## src/rtl/ocs_ctrl_pkg.sv

```systemverilog
// ocs_ctrl_pkg: control-channel constants and slot state encoding shared by
// the ToR slot synchroniser and the OCS controller.
package ocs_ctrl_pkg;

    localparam logic [15:0] ETH_TYPE_OCS  = 16'h88B5;
    localparam logic [7:0]  CMD_SIM_START = 8'h01;
    localparam logic [7:0]  CMD_TIME_SYNC = 8'h02;
    localparam logic [47:0] MAC_BCAST     = 48'hFFFF_FFFF_FFFF;

    typedef enum logic [1:0] {
        ST_IDLE,
        ST_ACTIVE,
        ST_GUARD,
        ST_WAIT_SYNC
    } slot_state_e;

endpackage

```

## src/rtl/tor_ctrl_parser.sv

```systemverilog
// tor_ctrl_parser: walks control frames beat by beat and emits a one-cycle
// command strobe, combinationally on the last beat of an accepted frame.
module tor_ctrl_parser
    import ocs_ctrl_pkg::*;
#(
    parameter logic [47:0] P_MY_TOR_MAC = 48'h8D_BC_5C_4A_00_00
) (
    input  logic        i_clk,
    input  logic        i_rst_n,
    input  logic [63:0] i_data,
    input  logic        i_valid,
    input  logic        i_last,
    output logic        o_cmd_vld,
    output logic [7:0]  o_cmd,
    output logic [7:0]  o_slot_id
);

    logic [1:0] beat_q, beat_d;
    logic       match_q, match_d;
    logic [7:0] cmd_q, cmd_d;
    logic [7:0] id_q, id_d;
    logic       beat0_ok;

    assign beat0_ok = (i_data[63:16] == P_MY_TOR_MAC || i_data[63:16] == MAC_BCAST) &&
                      i_data[15:0] == ETH_TYPE_OCS;

    always_comb begin
        beat_d  = beat_q;
        match_d = match_q;
        cmd_d   = cmd_q;
        id_d    = id_q;
        if (i_valid) begin
            beat_d = i_last ? 2'd0 : (beat_q == 2'd2 ? 2'd2 : beat_q + 2'd1);
            if (beat_q == 2'd0)
                match_d = beat0_ok;
            if (beat_q == 2'd1) begin
                cmd_d = i_data[63:56];
                id_d  = i_data[55:48];
            end
        end
    end

    always_ff @(posedge i_clk or negedge i_rst_n) begin
        if (!i_rst_n) begin
            beat_q  <= 2'd0;
            match_q <= 1'b0;
            cmd_q   <= 8'h00;
            id_q    <= 8'h00;
        end else begin
            beat_q  <= beat_d;
            match_q <= match_d;
            cmd_q   <= cmd_d;
            id_q    <= id_d;
        end
    end

    // A 2-beat frame ends on beat1, so cmd/id come straight off the bus then.
    assign o_cmd     = beat_q == 2'd1 ? i_data[63:56] : cmd_q;
    assign o_slot_id = beat_q == 2'd1 ? i_data[55:48] : id_q;
    assign o_cmd_vld = i_valid && i_last && beat_q != 2'd0 && match_q &&
                       (o_cmd == CMD_SIM_START || o_cmd == CMD_TIME_SYNC);

endmodule

```

## src/rtl/tor_slot_sync.sv

```systemverilog
// tor_slot_sync: ToR-side slot timing. Follows SIM_START/TIME_SYNC from the
// OCS controller, times slot and guard windows, and meters the uplink byte budget.
module tor_slot_sync
    import ocs_ctrl_pkg::*;
#(
    parameter logic [47:0] P_MY_TOR_MAC        = 48'h8D_BC_5C_4A_00_00,
    parameter logic [31:0] P_CONFIG_DELAY      = 32'h0000_007D,
    parameter logic [31:0] P_SLOT_LEN          = 32'h0000_04E2,
    parameter logic [31:0] P_SLOT_MAX_BYTE_NUM = 32'h0000_2000
) (
    input  logic        i_clk,
    input  logic        i_rst_n,
    input  logic [63:0] i_ctrl_axis_data,
    input  logic [7:0]  i_ctrl_axis_keep,
    input  logic        i_ctrl_axis_valid,
    input  logic        i_ctrl_axis_last,
    input  logic        i_tx_byte_vld,
    input  logic [15:0] i_tx_byte_cnt,
    output logic        o_sim_start,
    output logic        o_slot_start,
    output logic [7:0]  o_slot_id,
    output logic        o_slot_active,
    output logic        o_tx_en,
    output logic [31:0] o_byte_credit,
    output logic        o_sync_err
);

    localparam logic [31:0] SLOT_LAST  = P_SLOT_LEN - 32'd1;
    localparam logic [31:0] GUARD_LAST = 2 * P_CONFIG_DELAY - 32'd1;

    slot_state_e state_q, state_d;
    logic [31:0] cnt_q, cnt_d;
    logic [31:0] credit_q, credit_d;
    logic [7:0]  id_q, id_d;
    logic        sim_q, sim_d;
    logic        start_q, start_d;
    logic        err_q, err_d;
    logic        tx_en_q;
    logic        cmd_vld;
    logic [7:0]  cmd;
    logic [7:0]  cmd_id;
    logic        start;
    logic        unused_keep;

    assign unused_keep = ^i_ctrl_axis_keep;

    tor_ctrl_parser #(.P_MY_TOR_MAC(P_MY_TOR_MAC)) u_parser (
        .i_clk     (i_clk),
        .i_rst_n   (i_rst_n),
        .i_data    (i_ctrl_axis_data),
        .i_valid   (i_ctrl_axis_valid),
        .i_last    (i_ctrl_axis_last),
        .o_cmd_vld (cmd_vld),
        .o_cmd     (cmd),
        .o_slot_id (cmd_id)
    );

    assign start = cmd_vld && (state_q == ST_IDLE ? cmd == CMD_SIM_START : cmd == CMD_TIME_SYNC);

    always_comb begin
        state_d  = state_q;
        cnt_d    = cnt_q + 32'd1;
        credit_d = credit_q;
        id_d     = id_q;
        sim_d    = start && state_q == ST_IDLE;
        start_d  = start;
        err_d    = 1'b0;
        unique case (state_q)
            ST_IDLE:      cnt_d = cnt_q;
            ST_ACTIVE: begin
                err_d = start;
                if (cnt_q == SLOT_LAST) begin
                    state_d = ST_GUARD;
                    cnt_d   = 32'd0;
                end
            end
            ST_GUARD: begin
                if (cnt_q == GUARD_LAST) begin
                    state_d = ST_WAIT_SYNC;
                    cnt_d   = 32'd0;
                    err_d   = !start;
                end
            end
            ST_WAIT_SYNC: cnt_d = cnt_q;
            default:      state_d = ST_IDLE;
        endcase
        if (state_q == ST_ACTIVE && i_tx_byte_vld)
            credit_d = credit_q > {16'd0, i_tx_byte_cnt} ? credit_q - {16'd0, i_tx_byte_cnt} : 32'd0;
        // A slot start overrides both the terminal count and any byte report.
        if (start) begin
            state_d  = ST_ACTIVE;
            cnt_d    = 32'd0;
            id_d     = cmd_id;
            credit_d = P_SLOT_MAX_BYTE_NUM;
        end
    end

    always_ff @(posedge i_clk or negedge i_rst_n) begin
        if (!i_rst_n) begin
            state_q  <= ST_IDLE;
            cnt_q    <= 32'd0;
            credit_q <= 32'd0;
            id_q     <= 8'h00;
            sim_q    <= 1'b0;
            start_q  <= 1'b0;
            err_q    <= 1'b0;
            tx_en_q  <= 1'b0;
        end else begin
            state_q  <= state_d;
            cnt_q    <= cnt_d;
            credit_q <= credit_d;
            id_q     <= id_d;
            sim_q    <= sim_d;
            start_q  <= start_d;
            err_q    <= err_d;
            tx_en_q  <= state_q == ST_ACTIVE && credit_q != 32'd0;
        end
    end

    assign o_sim_start   = sim_q;
    assign o_slot_start  = start_q;
    assign o_slot_id     = id_q;
    assign o_slot_active = state_q == ST_ACTIVE;
    assign o_tx_en       = tx_en_q;
    assign o_byte_credit = credit_q;
    assign o_sync_err    = err_q;

endmodule

```

## config.mk

```make
export PLATFORM = sky130hd
export DESIGN_NAME = tor_slot_sync
export DESIGN_NICKNAME = d
export VERILOG_FILES = /design/src/rtl/ocs_ctrl_pkg.sv /design/src/rtl/tor_ctrl_parser.sv /design/src/rtl/tor_slot_sync.sv
export SDC_FILE = /design/constraint.sdc
export NUM_CORES = 1
export LEC_CHECK = 0
export CAP_MARGIN = 10
export CORE_MARGIN = 4
export CORE_UTILIZATION = 51
export CTS_CLUSTER_SIZE = 28
export DETAILED_ROUTE_END_ITERATION = 10
export PLACE_DENSITY = 0.81
export RECOVER_POWER = 50
export SLEW_MARGIN = 20
export SYNTH_ARGS = -nofsm -noshare
export SYNTH_HDL_FRONTEND = slang
export SYNTH_SLANG_ARGS = --single-unit
export TNS_END_PERCENT = 10
```

## constraint.sdc

```tcl
create_clock -name i_clk -period 5.6 [get_ports i_clk]
set_clock_uncertainty 0.15 [all_clocks]
set_input_delay 1.68 -clock i_clk [delete_from_list [all_inputs] [get_ports i_clk]]
set_output_delay 1.68 -clock i_clk [all_outputs]
set_load 0.05 [all_outputs]
```

==> results by group, run 1 <==
Outcome
  – Status: finished, violations left
  – Failing checks: max-capacitance violations, max-slew violations

Yosys
  – Yosys cell types: just under 60
  – Top_reg_cell synth: dfrtp_1
  – Post-Syn Instances: about 700
  – Ys async rst share: 1.00
  – Flops & latches, synth: 97
  – Post-synth EDFFs: 0
  – Syn_area_per_cell: 8.62 µm²
  – Area of the mapped netlist: 6100 µm²
  – Syn Nets: 825
  – Seq/Total Area, Yosys: 0.398
  – Yosys warning total: 0

Routing
  – Initial DRT Pass Iterations: 5
  – Residual DRC: 0
  – DRT antenna net count: 0
  – Via count: 5961
  – 1st-iter DRT viols: approximately 380
  – WL per Instance: 17.4 µm
  – WL final: 16.9 mm
  – DR vias/cell: 6.14

Placement
  – IO buf count: roughly 130
  – Dpl cell area: 7500 µm²
  – Setup Slack @ Placement: 598 ps
  – Dpl cells: 955
  – Hpwl dp: 12.5 mm
  – RD Place Congestion: between 0.9 and 1

Floorplan
  – Core ar.: 11600 µm²
  – Die area: 13800 µm²
  – I/O pins: between 100 and 150
  – Die X-Extent: 117 µm
  – Number of cell rows: 39
  – Height of the die: between 100 and 150 µm
  – Starting Density: 0.527

GRT
  – Largest net degree at the start of global routing: 70
  – Global-route wire length before repair: ~28 mm
  – Grt met3 use: 0.0457
  – Gr usage total: 0.241
  – GRT met2 Usage: 0.411
  – Met1 Resource Use GR: 0.300
  – Via count of the first global-routing pass: approximately 5.8k
  – Initial antenna violation count: 0
  – Gr busiest metal: met2
  – Gr ovfl total: 0

STA
  – Hold Vio Cnt, Final: 0
  – F_max: 0.213 GHz
  – Fin Setup TNS: 0 ps
  – Final worst path period need: 4690 ps
  – Tcrit/Tclk final: 0.837
  – Hold Slack: 339 ps
  – Slack of the critical path: 910 ps
  – Final setup viols: 0
  – Slew headroom: -0.148
  – RSZ-0062 raised after global routing: false
  – Worst-margin pin slew: 1720 ps
  – Count of final max-slew check failures: 100

Min path
  – Hold Crit Class: reg -> reg

Job
  – Max-cap violations: 2

Clock tree
  – CTS tree: yes
  – Clk_lat worst skew: 350 ps
  – Setup Fix Bufs, Post-CTS: 0
  – Post-CTS Resized: 0
  – H-Tree Depth: 3
  – Hold Buf Count CTS: 0
  – Reg clk slew, reported paths: roughly 70 ps
  – CTS Sinks: 97
  – Total CTS buffers: 9
  – Root buffer cell: clkbuf_16
  – Clock Path Buffers: 2

Setup path
  – CP Class: in -> reg
  – Slowest CP cell: or4b_1
  – Worst EP arrival: 4800 ps
  – CP top delay family: compound AO/OA/AOI/OAI gates
  – Critical Path Most Common Cell: a21oi_1
  – Worst Setup End Kind: flip-flop
  – CP Cell Sequence: clkdlybuf4s50_1, inv_1, ha_1, a21o_1, a221oi_2, a21oi_1, o21ai_1, or4b_1, or4_1, a21oi_1
  – Crit-path max cell delay: roughly 600 ps
  – Crit-path max FO: 7
  – Buf+Inv Stages, Crit Path: 2
  – Worst setup SP type: input pin
  – WP data required: 5710 ps

Finish
  – Finished Layout Cells: 971
  – Fin area: 7770 µm²
  – Final net count: 941
  – Layout Utilization: 0.672
  – Layout cells sized above 1: 0.0676
  – Antenna fix cells: 0
  – Area Overhead vs Synth: 27.5%

Power and ir drop
  – Pleak: roughly 3.3 nW
  – Pwr Density: 210 nW/µm²
  – Total Power: 1.63 mW
  – Worst vdd ir: 116 µV
-- cell usage after synthesis (7+ instances only) --
library cell	number	area, µm²
nand2_1	72	270
nor4_1	29	181
clkbuf_1	27	101
dfrtp_1	97	2430
mux2_2	19	214
nor3_1	19	95.1
or3_1	9	56.3
a21oi_1	68	340
and3_1	14	87.6
nor2_1	59	221
nand4_1	24	150
ha_1	24	300
o21ai_0	48	240
or4_1	7	52.6
nor2b_1	7	43.8
inv_1	30	113
xnor2_1	18	158
mux2i_1	9	90.1
nand3_1	16	80.1
nand4b_1	8	70.1
-- power breakdown --
part | internal (mW) | leakage (nW) | total, mW | switching, mW
combinational | 0.141 | 2.00 | 0.242 | 0.101
sequential | 0.760 | 1.16 | 0.790 | 0.0294
clock | 0.326 | 0.139 | 0.600 | 0.274
-- path summary, 6_finish.rpt --
path,startpoint,endpoint,slack [ps],cells past startpoint
setup / recovery,i_tx_byte_cnt[5],o_byte_credit[25],910,10
hold / removal,u_parser.match_q,u_parser.match_q,340,2
setup reg to reg,u_parser.beat_q[1],o_byte_credit[25],1880,10
hold reg to reg,u_parser.match_q,u_parser.match_q,340,2
max in group asynchronous,i_rst_n,cnt_q[28],1460,2
min in group asynchronous,i_rst_n,u_parser.match_q,1650,1
-- area by class of cell --
cell class / count / area, µm²
timing repair buffer: 136 / 1340
clock inverter: 4 / 26.3
fill: 925 / 3790
sequential: 97 / 2430
tap: 143 / 179
multi-input combinational: 547 / 3430
clock buffer: 12 / 256
inverter: 32 / 120
-- layer usage --
metal  vias up  share of wire
met5         -              0
met4         0          0.028
met3        44          0.063
met2       242           0.49
met1      2851           0.42
li1       2824              -
-- kinds of logic after synthesis --
family | share of synthesized area
simple gates | 0.267
compound gates | 0.158
flops | 0.398
buf+inv | 0.0392
mux | 0.0499
fa+ha+maj | 0.0525
xor+xnor | 0.0345
-- cell usage in the layout, fill, tap and decap left out, drive strengths merged, types with 4 or more instances in the layout --
| master | Yosys | routed |
|---|---|---|
| nand3b | 5 | 5 |
| clkinv | 2 | 4 |
| mux2i | 9 | 9 |
| a21o | 5 | 5 |
| o21ai | 51 | 51 |
| and3 | 14 | 14 |
| nor4b | 4 | 4 |
| o2111ai | 5 | 5 |
| a211oi | 4 | 4 |
| o211ai | 4 | 4 |
| xor2 | 6 | 6 |
| or3 | 12 | 12 |
| nand3 | 16 | 16 |
| nor2b | 7 | 7 |
| nand4 | 24 | 24 |
| nor4 | 29 | 29 |
| nor3b | 5 | 5 |
| and2 | 6 | 6 |
| nand4b | 8 | 8 |
| o31ai | 4 | 4 |
| clkbuf | 27 | 14 |
| nand2 | 72 | 72 |
| nor2 | 59 | 59 |
| clkdlybuf4s50 | 0 | 124 |
| or4 | 8 | 8 |
| dfrtp | 97 | 97 |
| buf | 4 | 6 |
| a21oi | 68 | 68 |
| inv | 30 | 31 |
| ha | 24 | 24 |
| xnor2 | 18 | 18 |
| mux2 | 19 | 19 |
| or2 | 4 | 4 |
| or4b | 4 | 4 |
| dlygate4sd3 | 0 | 4 |
| nor3 | 20 | 20 |
-- worst reg2reg max path: stages, from the launching register on --
cell and delay [ps]:
dfrtp_1 360, inv_1 110, ha_1 630, nor4b_1 330, nand2_1 100, a21oi_1 300, a21oi_1 110, buf_4 230
or4b_1 630, or4_1 510, a21oi_1 180
-- state kept, by name (all words and copies together), names as in the netlist --
signal            count
o_sync_err            1
u_parser.match_q      1
u_parser.beat_q       2
o_slot_start          1
o_byte_credit        32
u_parser.cmd_q        8
u_parser.id_q         8
o_sim_start           1
state_q               2
cnt_q                32
o_tx_en               1
o_slot_id             8
Note: power is estimated with default switching activity, not from simulation.
==> inputs of run 2 (changes only) <==
clock period = 4.75 ns   (was 5.6 ns; I/O delays follow)
==> run 2 against run 1 <==
Compared with the run above:
- the run still ends with max-capacitance violations, max-slew violations left
- critical path type unchanged
- global-route usage rose by 0.84 points
- non-clock buffer count rose by 4
- combinational power rose by 19%
- count of clock-buffer cells in the layout did not move
- worst setup slack got worse by 500 ps
- sequential share of layout area fell by 0.19 points
- critical endpoint unchanged
- sequential cell count did not move
- wire length rose by 1.6%
- hold slack got worse by 7.5 ps
- clock power rose by 23%
- total power rose by 20%
- final area rose by 0.61%
==> results by group, run 2 (same netlist as run 1, synthesis figures left out) <==
Outcome
  – Status: finished, violations left
  – Failing checks: max-capacitance violations, max-slew violations

STA
  – Final worst path period need: around 4300 ps
  – Hold Slack: 332 ps (-7.53 ps)
  – Count of final max-slew check failures: 45 (-55%)
  – Slew headroom: -0.670 (-0.522)
  – Slack of the critical path: 408 ps (-502 ps)
  – RSZ-0062 raised after global routing: false
  – Tcrit/Tclk final: 0.914
  – Hold Vio Cnt, Final: 0 (unchanged)
  – Worst-margin pin slew: 2500 ps (+783 ps)
  – Fin Setup TNS: 0 ps (unchanged)
  – F_max: approximately 0.23 GHz
  – Final setup viols: 0 (unchanged)

Finish
  – Area Overhead vs Synth: 28.3%
  – Most common cell after layout, fill and taps aside: clkdlybuf4s50_1
  – Most frequent cells in the layout: 124 x clkdlybuf4s50_1, 97 x dfrtp_1, 72 x nand2_1
  – FILL cells: 943 (+1.9%)
  – Final net count: 945 (+0.43%)
  – Finished Layout Cells: 975 (+0.41%)
  – Layout cells sized above 1: 0.0721 (+0.00448)
  – Antenna fix cells: 0 (unchanged)

Min path
  – Depth of the worst hold-timing path: 2 (unchanged)
  – Hold Path Origin: o_slot_id[7]
  – Hold Crit Class: reg -> reg
  – WHS Endpoint: o_slot_id[7]

Routing
  – DRT antenna net count: 0 (unchanged)
  – Residual DRC: 0 (unchanged)
  – Initial DRT Pass Iterations: 5 (unchanged)
  – 1st-iter DRT viols: 305 (-20%)
  – WL per Instance: 17.6 µm (+1.2%)
  – Via count: 5957 (-0.067%)
  – DR vias/cell: 6.11 (-0.48%)
  – WL final: 17.2 mm (+1.6%)

Clock tree
  – Setup Fix Bufs, Post-CTS: 0 (unchanged)
  – CTS Sinks: 97 (unchanged)
  – Post-CTS Resized: 0 (unchanged)
  – Reg clk slew, reported paths: 60 ps (about the same)
  – H-Tree Depth: 3 (unchanged)
  – Total CTS buffers: 9 (unchanged)
  – CTS tree: yes
  – Clk_lat worst skew: 350 ps (about the same)
  – Clock Path Buffers: 2 (unchanged)
  – Root buffer cell: clkbuf_16
  – Hold Buf Count CTS: 0 (unchanged)

Power and ir drop
  – Pleak: 3.33 nW (+0.81%)
  – Pwr Density: 250 nW/µm² (+19%)
  – Total Power: 1.96 mW (+20%)
  – Worst vdd ir: 176 µV (+51%)

Setup path
  – Reg-to-reg critical path startpoint: u_parser.beat_q[1]
  – CP Cell Sequence: clkdlybuf4s50_1, inv_1, ha_1, a21o_1, a221oi_2, a21oi_1, o21ai_1, or4b_1, or4_1, a21oi_1
  – Worst Setup End Kind: flip-flop
  – FF-to-FF End: o_byte_credit[25]
  – Crit-path max FO: 5 (-2)
  – WP data required: 4870 ps (-840 ps)
  – CP top delay family: compound AO/OA/AOI/OAI gates
  – Crit-path max cell delay: 560 ps (-50 ps)
  – Worst EP arrival: 4460 ps (-340 ps)
  – Worst setup SP type: input pin
  – Reg2Reg Depth: 9 (-1)
  – CP Class: in -> reg
  – Slowest CP cell: or4b_1
  – Buf+Inv Stages, Crit Path: 2 (unchanged)
  – Critical Path Most Common Cell: a21oi_1
  – Internal reg-to-reg setup slack: 1290 ps (-590 ps)

GRT
  – Gr busiest metal: met2
  – Gr usage total: 0.249 (+0.00835)
  – Via count of the first global-routing pass: 5962 (+2.0%)
  – Initial antenna violation count: 0 (unchanged)
  – Gr ovfl total: 0 (unchanged)
  – GRT met2 Usage: 0.424 (+0.0130)
  – Global-route wire length before repair: 28.7 mm (+3.1%)
  – Grt met3 use: 0.0486 (+0.00289)
  – Met1 Resource Use GR: 0.315 (+0.0145)
  – Largest net degree at the start of global routing: 45 (-36%)

Placement
  – Dpl cells: 959 (+0.42%)
  – IO buf count: 129 (unchanged)
  – Hpwl dp: 12.8 mm (+2.7%)
  – RD Place Congestion: 0.921 (+2.0%)
  – Setup Slack @ Placement: 96.7 ps (-501 ps)

Floorplan
  – Number of cell rows: 39 (unchanged)
  – Starting Density: 0.527 (unchanged)
  – Die area: 13800 µm² (unchanged)
  – I/O pins: 138 (unchanged)
  – Height of the die: 117 µm (unchanged)
  – Die X-Extent: 117 µm (unchanged)
  – Core ar.: 11600 µm² (unchanged)

Job
  – Max-cap violations: 1 (-1)
## run 2: cell count changes in the layout (fill, tap and decap cells not counted), sizes merged
cell,before,now
buf,6,9
bufinv,0,1
clkbuf,14,15
clkinv,4,5
clkinvlp,1,0
inv,31,30
## run 2: area by class of cell
class / count / area (µm²) / share of cell area
inverters: 32 / 120 / 0.0154
multi-input cells: 547 / 3430 / 0.439
repair buffers: 140 / 1360 / 0.174
flip-flops and latches: 97 / 2430 / 0.310
clock buffers: 12 / 246 / 0.0315
clock inverters: 4 / 52.6 / 0.00672
well taps: 143 / 179 / 0.0229
## run 2: worst max path at each step
| stage | cells past startpoint | to | from | slack (ps) |
|---|---|---|---|---|
| 3_3_place_gp | 10 | o_byte_credit[25] | i_tx_byte_cnt[5] | 140 |
| 5_1_grt | 11 | o_byte_credit[9] | i_tx_byte_cnt[0] | 180 |
| 3_5_place_dp | 10 | o_byte_credit[25] | i_tx_byte_cnt[5] | 100 |
| 6_report | 10 | o_byte_credit[25] | i_tx_byte_cnt[5] | 410 |
| 4_1_cts | 10 | o_byte_credit[25] | i_tx_byte_cnt[5] | 450 |
| 2_1_floorplan | 10 | o_byte_credit[25] | i_tx_byte_cnt[5] | 780 |
## run 2: layer usage
metal / wire, µm / up-vias
met5: 0 / -
met4: 501 / 0
met3: 976 / 36
met2: 8550 / 222
met1: 7180 / 2868
li1: - / 2831
## run 2: stage by stage
| stage | cell area (µm²) | util |
|---|---|---|
| final | 7820 | 0.676 |
| after global routing | 7820 | 0.676 |
| after CTS | 7830 | 0.677 |
| after detailed placement | 7530 | 0.651 |
| after global placement | 7530 | 0.651 |
| after floorplan | 6100 | - |
## run 2: power by group
| group | internal, mW | switching, mW | total (mW) |
|---|---|---|---|
| combinational | 0.167 | 0.120 | 0.287 |
| sequential | 0.897 | 0.0398 | 0.936 |
| clock | 0.424 | 0.311 | 0.735 |
| total | 1.49 | 0.471 | 1.96 |
## run 2: worst reg2reg max path: cells and delay by family (launching register included)
family	cells	cell delay [ps]
and+or+nand+nor	4	1480
adders and majority gates	1	640
AOI/OAI and AO/OA	3	640
DFF	1	370
buffers and inverters	1	110
